`src/rtl/branch_pc_sequencer.sv`:
```
// branch_pc_sequencer
//   Owns the program counter, fetches instructions from instruction memory
//   over a req/ack handshake, presents each one to decode/execute, and
//   advances the PC when execute retires it with the branch ALU's step value.
//
// Ports
//   clk, rst_n        system clock (rising edge), async active-low reset
//   imem_req/addr     fetch request and address, held until imem_ack
//   imem_ack/rdata    one-cycle ack with the fetched word in the same cycle
//   instr_valid       instr/instr_pc hold an unretired instruction
//   instr, instr_pc   current instruction and its PC
//   retire            execute is done with the current instruction
//   retire_opcode     opcode of the retiring instruction
//   step_value        branch ALU result for the retiring instruction
//   halted            sequencer parked after retiring HALT_OPCODE
//   retired_cnt       saturating count of retired instructions
//
// state    | meaning
// ---------+---------------------------------------------------------
// FETCH    | raise imem_req for the current pc on the next edge
// WAIT_ACK | request outstanding, waiting (unbounded) for imem_ack
// ISSUE    | instruction presented, waiting for retire
// HALT     | parked after HALT_OPCODE retired; only rst_n leaves
module branch_pc_sequencer #(
  parameter int              PC_W        = 8,
  parameter int              INSTR_W     = 32,
  parameter logic [PC_W-1:0] RESET_PC    = '0,
  parameter logic [5:0]      HALT_OPCODE = 6'b111111
) (
  input  logic               clk,
  input  logic               rst_n,
  output logic               imem_req,
  output logic [PC_W-1:0]    imem_addr,
  input  logic               imem_ack,
  input  logic [INSTR_W-1:0] imem_rdata,
  output logic               instr_valid,
  output logic [INSTR_W-1:0] instr,
  output logic [PC_W-1:0]    instr_pc,
  input  logic               retire,
  input  logic [5:0]         retire_opcode,
  input  logic [PC_W-1:0]    step_value,
  output logic               halted,
  output logic [15:0]        retired_cnt
);

  localparam logic [5:0] OP_JR    = 6'b001010;
  localparam logic [5:0] OP_BR_LO = 6'b001000;
  localparam logic [5:0] OP_BR_HI = 6'b001100;

  typedef enum logic [1:0] {
    FETCH    = 2'd0,
    WAIT_ACK = 2'd1,
    ISSUE    = 2'd2,
    HALT     = 2'd3
  } state_t;

  state_t               state, state_nxt;
  logic [PC_W-1:0]      pc, pc_nxt;
  logic                 req_nxt;
  logic                 valid_nxt;
  logic [INSTR_W-1:0]   instr_nxt;
  logic [PC_W-1:0]      instr_pc_nxt;
  logic                 halted_nxt;
  logic [15:0]          cnt_nxt;
  logic [PC_W-1:0]      target_pc;

  // pc only changes on retire, so it is stable for the whole request.
  assign imem_addr = pc;

  // Next PC for the retiring instruction. Non-branch opcodes ignore
  // step_value since the ALU output is undefined for them.
  always_comb begin
    target_pc = pc + PC_W'(1);
    if (retire_opcode == OP_JR) begin
      target_pc = step_value;
    end else if (retire_opcode >= OP_BR_LO && retire_opcode <= OP_BR_HI) begin
      target_pc = pc + step_value;
    end
  end

  always_comb begin
    state_nxt    = state;
    pc_nxt       = pc;
    req_nxt      = imem_req;
    valid_nxt    = instr_valid;
    instr_nxt    = instr;
    instr_pc_nxt = instr_pc;
    halted_nxt   = halted;
    cnt_nxt      = retired_cnt;
    case (state)
      FETCH: begin
        req_nxt   = 1'b1;
        state_nxt = WAIT_ACK;
      end
      WAIT_ACK: begin
        if (imem_ack) begin
          instr_nxt    = imem_rdata;
          instr_pc_nxt = pc;
          valid_nxt    = 1'b1;
          req_nxt      = 1'b0;
          state_nxt    = ISSUE;
        end
      end
      ISSUE: begin
        if (retire && instr_valid) begin
          pc_nxt    = target_pc;
          valid_nxt = 1'b0;
          if (retired_cnt != 16'hFFFF) begin
            cnt_nxt = retired_cnt + 16'd1;
          end
          if (retire_opcode == HALT_OPCODE) begin
            halted_nxt = 1'b1;
            state_nxt  = HALT;
          end else begin
            state_nxt  = FETCH;
          end
        end
      end
      HALT: begin
        req_nxt    = 1'b0;
        valid_nxt  = 1'b0;
        halted_nxt = 1'b1;
      end
      default: begin
        state_nxt = FETCH;
      end
    endcase
  end

  always_ff @(posedge clk or negedge rst_n) begin
    if (!rst_n) begin
      state       <= FETCH;
      pc          <= RESET_PC;
      imem_req    <= 1'b0;
      instr_valid <= 1'b0;
      instr       <= '0;
      instr_pc    <= '0;
      halted      <= 1'b0;
      retired_cnt <= 16'd0;
    end else begin
      state       <= state_nxt;
      pc          <= pc_nxt;
      imem_req    <= req_nxt;
      instr_valid <= valid_nxt;
      instr       <= instr_nxt;
      instr_pc    <= instr_pc_nxt;
      halted      <= halted_nxt;
      retired_cnt <= cnt_nxt;
    end
  end

endmodule
```
`config.mk`:
```
export PLATFORM = sky130hd
export DESIGN_NAME = branch_pc_sequencer
export DESIGN_NICKNAME = d
export VERILOG_FILES = /design/src/rtl/branch_pc_sequencer.sv
export SDC_FILE = /design/constraint.sdc
export NUM_CORES = 1
export LEC_CHECK = 0
export CAP_MARGIN = 15
export CORE_ASPECT_RATIO = 1.25
export CORE_MARGIN = 3
export CORE_UTILIZATION = 35
export DETAILED_ROUTE_END_ITERATION = 10
export PLACE_DENSITY_LB_ADDON = 0.05
export SLEW_MARGIN = 25
export SYNTH_ARGS = -nofsm -noshare
export SYNTH_HDL_FRONTEND = slang
export SYNTH_SLANG_ARGS = --single-unit
```
`constraint.sdc`:
```
create_clock -name clk -period 1.8 [get_ports clk]
set_input_delay 0.27 -clock clk [delete_from_list [all_inputs] [get_ports clk]]
set_output_delay 0.27 -clock clk [all_outputs]
set_load 0.05 [all_outputs]
```
# After elaboration in Yosys (flattened, before gate mapping)
# Cells that the tools add are included.
# word_totals
regBits	69
input_bits	50
out_inout_bits	67
elab_cells	50
# op_classes
n_addsub	3
n_lt_le_gt_ge	2
eq_ne	9
muxes	14
reduce_logical	14
# ops
op	n
16-bit by 1-bit adder with 16-bit output (second input constant)	1
8-bit 2-to-1 mux	2
16-bit inequality test (second input constant)	1
3-bit AND reduction	4
3-bit nonzero test	3
8-bit by 1-bit adder with 8-bit output (second input constant)	1
8-bit adder	1
6-bit by 4-bit equality test with 1-bit output (second input constant)	1
6-bit equality test (second input constant)	1
6-bit by 4-bit >= comparator with 1-bit output (second input constant)	1
6-bit by 4-bit <= comparator with 1-bit output (second input constant)	1
2-bit 2-to-1 mux	3
2-bit inequality test (second input constant)	3
1-bit case mux with 3 select lines	2
2-bit case mux with 3 select lines	1
2-bit AND reduction	3
1-bit 2-to-1 mux	5
2-bit equality test (second input constant)	2
2-bit by 1-bit equality test with 1-bit output (second input constant)	1
1-bit logical AND	2
2-bit zero test	1
1-bit case mux with 2 select lines	1
2-bit nonzero test	1

# Logic depth before layout (Yosys ltp)
# logic_depth
word_depth	4
depth_mapped	13

# Worst setup path after synthesis
# Ideal clock, no wire load.
# synth_timing
path_kind	input to register
startpoint	in retire_opcode[0]
endpoint	reg pc[6] (netlist: imem_addr[6])
setup_ns	0.126
arrival_ns	2.311
required_ns	1.674
slack_ns	-0.637
path_stages	13
path_buffers	1
cell_sequence	o21ai_0 -> and3_1 -> clkbuf_1 -> nand2b_1 -> ha_1 -> inv_1 -> fa_1 -> nor2b_4 -> o31a_1 -> o21a_1 -> or3_1 -> a31oi_1 -> o21ai_1
# synth_between
elab_chain_len	4
word_cells_on_any_way	6
# synth_lines
element	line	source
from (decl)	40	input logic [5:0] retire_opcode,
6-bit by 4-bit >= comparator with 1-bit output / 6-bit by 4-bit <= comparator with 1-bit output (equally long branches)	76	end else if (retire_opcode >= OP_BR_LO && retire_opcode <= OP_BR_HI) begin
1-bit logical AND	76	
8-bit 2-to-1 mux	76	
8-bit 2-to-1 mux (*)	74	if (retire_opcode == OP_JR) begin
to (signal assigned)	142	pc <= pc_nxt;
to (decl)	58	logic [PC_W-1:0] pc, pc_nxt;
# Mark *: on every way between the ends. The rest lies on a longest branch, timed or not.
# A chain may end at the register's enable or synchronous reset.

# Worst setup path in the final report
# Ends and elaborated chain as after synthesis.

==> results by group <==
Outcome
  • Outcome: finished with violations
  • Failing checks: setup timing

Die
  • Die Width: 93.0 um
  • Die ar.: 10700 um^2
  • # IOs: 117
  • Initial Util: 0.361
  • Rows: 39
  • Area of the core: 9170 um^2
  • Die height: 115 um

Critical path
  • Critical Path RT: 2010 ps
  • Critical-path maximum fanout: 4
  • Reg-to-Reg Start: imem_addr[0]
  • Worst path cell trace: buf_8, o21ai_2, and3_4, buf_4, and2_4, ha_4, nor2b_4, o31a_1, o21a_1, or3_1, a31oi_1, o21ai_1
  • Crit path from: retire_opcode[0]
  • CP Class: input port to flop
  • R2R Setup Slk: -230 ps
  • Setup crit end: imem_addr[6]
  • Worst flop-to-flop path endpoint: imem_addr[6]
  • R2R depth: 9
  • Crit end category: flop
  • CP max stage cell: or3_1
  • Slowest stage delay, CP: 300 ps
  • Crit start category: input port
  • WP data arrival: 2280 ps

Drt
  • DR DRC count: 0
  • Vias per cell: 4.87
  • Final wirelength: 8220 um
  • Routed WL per cell: 14.7 um
  • Pre-antenna DRT Iters: 4
  • Vias post-DR: 2726
  • Detail Route Antenna Nets: 0
  • Initial DRC Count: 58

Cells and area
  • NumNets Final: 496
  • Fin util: 0.577
  • Share of layout cells above drive strength 1: 0.398
  • Antenna diode count: 0
  • Fin cells: 560
  • Area growth syn-to-layout: 59.9%

Power
  • PD cells: 1820 nW/um^2
  • Tot Pwr: 0.00961 W
  • Max rail drop VDD: 0.582 mV
  • Leakage power total: 2.33 nW

Job
  • Max-cap viol count: 0

Global route
  • Grt total ovfl: 0
  • Initial antenna violation count: 0
  • Via count of the first global-routing pass: 2770
  • Largest net degree at the start of global routing: 47
  • First-pass GRT wire length: 13700 um
  • GR Util All Layers: 0.164

STA
  • Hold Violations, Final: 0
  • Period Utilization, post-route: 1.15
  • Worst-case clock skew: 3.35 ps
  • Measured slew at the worst slew-check pin: 521 ps
  • Fmax: 485 MHz
  • Max Slew Vio Count: 0
  • Setup TNS: -368 ps
  • Setup violators final: 2
  • Worst slew margin: 0.652
  • RSZ-0062 raised after global routing: true
  • Final worst path period need: 2060 ps
  • Fin worst setup slack: -261 ps

Clocking
  • Maximum clock path buffer count: 2
  • Root Driver: clkbuf_16
  • Num Clock Sinks: 69
  • H-tree levels: 3
  • Inserted Clock Buffers: 9
  • CTS tree: yes
  • Worst skew pair latency: 330 ps
  • CTS clk-pin slew, worst paths: 50 ps

Placed design
  • Final GP Congestion: 0.764
  • Hpwl dp: 6100 um
  • Dpl cells: 538
  • Port Buffers: 116

Yosys
  • Fraction of registers with async set/reset: 1.00
  • Post-synthesis cell area: 3310 um^2
  • Main synth FF type: dfrtp_1
  • Post-synth EDFFs: 0
  • Cell count after synthesis: 275
  • Seq/Total Area, Yosys: 0.522
  • Mapped Nets: 339
  • Yosys reg bits: 69
  • Synth Warn #: 0
  • Mean Syn Cell Area: 12.0 um^2
  • Unique masters post-synth: 46

Hold path
  • Worst Hold Class: input port to flop
==> how the worst min path moves through the flow <==
stage                     startpoint           end  slack [ps]  cells after the start
floorplan                      rst_n        halted         -30                      0
global placement               rst_n     instr[10]         200                      1
detailed placement             rst_n     instr[10]         200                      1
CTS                 retire_opcode[0]      state[0]         270                      3
global route           step_value[0]  imem_addr[0]         400                      3
finish                 step_value[0]  imem_addr[0]         360                      3
==> report_power, final <==
| group | internal (W) | switching [W] | total, W |
|---|---|---|---|
| Sequential | 0.00216 | 0.000348 | 0.00251 |
| Combinational | 0.00206 | 0.00314 | 0.00520 |
| Clock | 0.00129 | 0.000614 | 0.00190 |
| Total | 0.00551 | 0.00410 | 0.00961 |
==> routing by layer <==
metal / part of all wire / up-vias / wire length, um / global-route usage
li1: - / 1312 / - / -
met1: 0.43 / 1303 / 3520 / 0.209
met4: 0.023 / 0 / 185 / 0.0753
met5: 0 / - / 0 / 0
met2: 0.49 / 97 / 3990 / 0.258
met3: 0.064 / 14 / 522 / 0.0447
==> Yosys cell counts, types with 2 or more instances <==
cell / instances / share of area
nand2b_1: 2 / 0.0038
o21a_1: 3 / 0.0068
nor2_1: 13 / 0.015
inv_1: 6 / 0.0068
nand2_1: 19 / 0.022
nand3_1: 3 / 0.0045
a21oi_1: 7 / 0.011
clkbuf_1: 2 / 0.0023
xnor2_1: 8 / 0.021
o211ai_1: 4 / 0.0091
o21ai_0: 12 / 0.018
dfrtp_1: 69 / 0.52
and2_1: 7 / 0.013
nor2b_1: 2 / 0.0038
and4_1: 3 / 0.0079
a31oi_1: 7 / 0.013
a21o_1: 2 / 0.0045
a211oi_1: 3 / 0.0068
mux2_2: 40 / 0.14
ha_1: 13 / 0.049
nand4_1: 10 / 0.019
xor2_1: 7 / 0.019
and3_1: 5 / 0.0095
buf_1: 4 / 0.0045
o21ai_1: 2 / 0.0030
o31ai_1: 2 / 0.0045
==> flip-flops by register name, summed over array words and instances (netlist names) <==
register / cells
instr_pc: 8
imem_req: 1
instr_valid: 1
instr: 32
state: 2
imem_addr: 8
halted: 1
retired_cnt: 16
==> critical path, delay by kind of cell <==
| kind | cells | cell delay, ps |
|---|---|---|
| AOI/OAI and AO/OA | 5 | 800 |
| adders and majority gates | 1 | 200 |
| buffers and inverters | 2 | 210 |
| and+or+nand+nor | 4 | 780 |
==> layout by cell type (no fill, tap or decap), types with 3 or more instances in the layout <==
master,synthesis,routed
clkdlybuf4s50_1,0,72
buf_4,0,68
dfrtp_1,69,58
mux2_2,40,40
nand2_1,19,17
nor2_1,13,11
dfrtp_2,0,11
nand4_1,10,10
o21ai_0,12,9
clkbuf_16,0,9
xnor2_1,8,8
xor2_1,7,7
a31oi_1,7,7
ha_1,13,7
and2_1,7,5
ha_4,0,5
inv_1,6,4
and3_1,5,4
a21oi_1,7,4
o211ai_1,4,4
o21ai_1,2,4
buf_6,1,4
nand3_1,3,3
and4_1,3,3
o21a_1,3,3
buf_2,1,3
==> through the flow <==
step | area [um^2] | hold slack [ps] | worst slack [ps]
6_report | 5290 | 361 | -261
4_1_cts | 5200 | 274 | -337
3_3_place_gp | 4850 | 196 | -1050
5_1_grt | 5290 | 402 | -359
3_5_place_dp | 4850 | 202 | -1110
2_1_floorplan | 3400 | -25.6 | -477
==> final cells by class <==
| class | instances | area, um^2 |
|---|---|---|
| fillers | 838 | 3880 |
| flip-flops and latches | 69 | 1740 |
| multi-input cells | 192 | 1660 |
| repair buffers | 154 | 1390 |
| clock buffers | 13 | 260 |
| well taps | 123 | 154 |
| clock inverters | 3 | 67.6 |
| inverters | 6 | 22.5 |
==> logic make-up (layout without fill, tap and decap cells) <==
family / count (synthesis) / count (layout) / synth area share
buffers and inverters: 14 / 176 / 0.0185
AOI/OAI and AO/OA: 48 / 48 / 0.0968
adders and majority gates: 14 / 14 / 0.0552
DFF: 69 / 69 / 0.522
xor gates and xnor gates: 15 / 15 / 0.0397
and+or+nand+nor: 73 / 73 / 0.124
muxes: 42 / 42 / 0.144
==> timing repair <==
item / in CTS / in global routing
buffers inserted: 2 / 3
pin swaps: 13 / 15
hold buffers: 1 / 0
endpoints found under the setup margin: 7 / 12
endpoints found under the hold margin: 23 / 0
resized for setup: 34 / 14
Power figures use the tool's default switching activity.
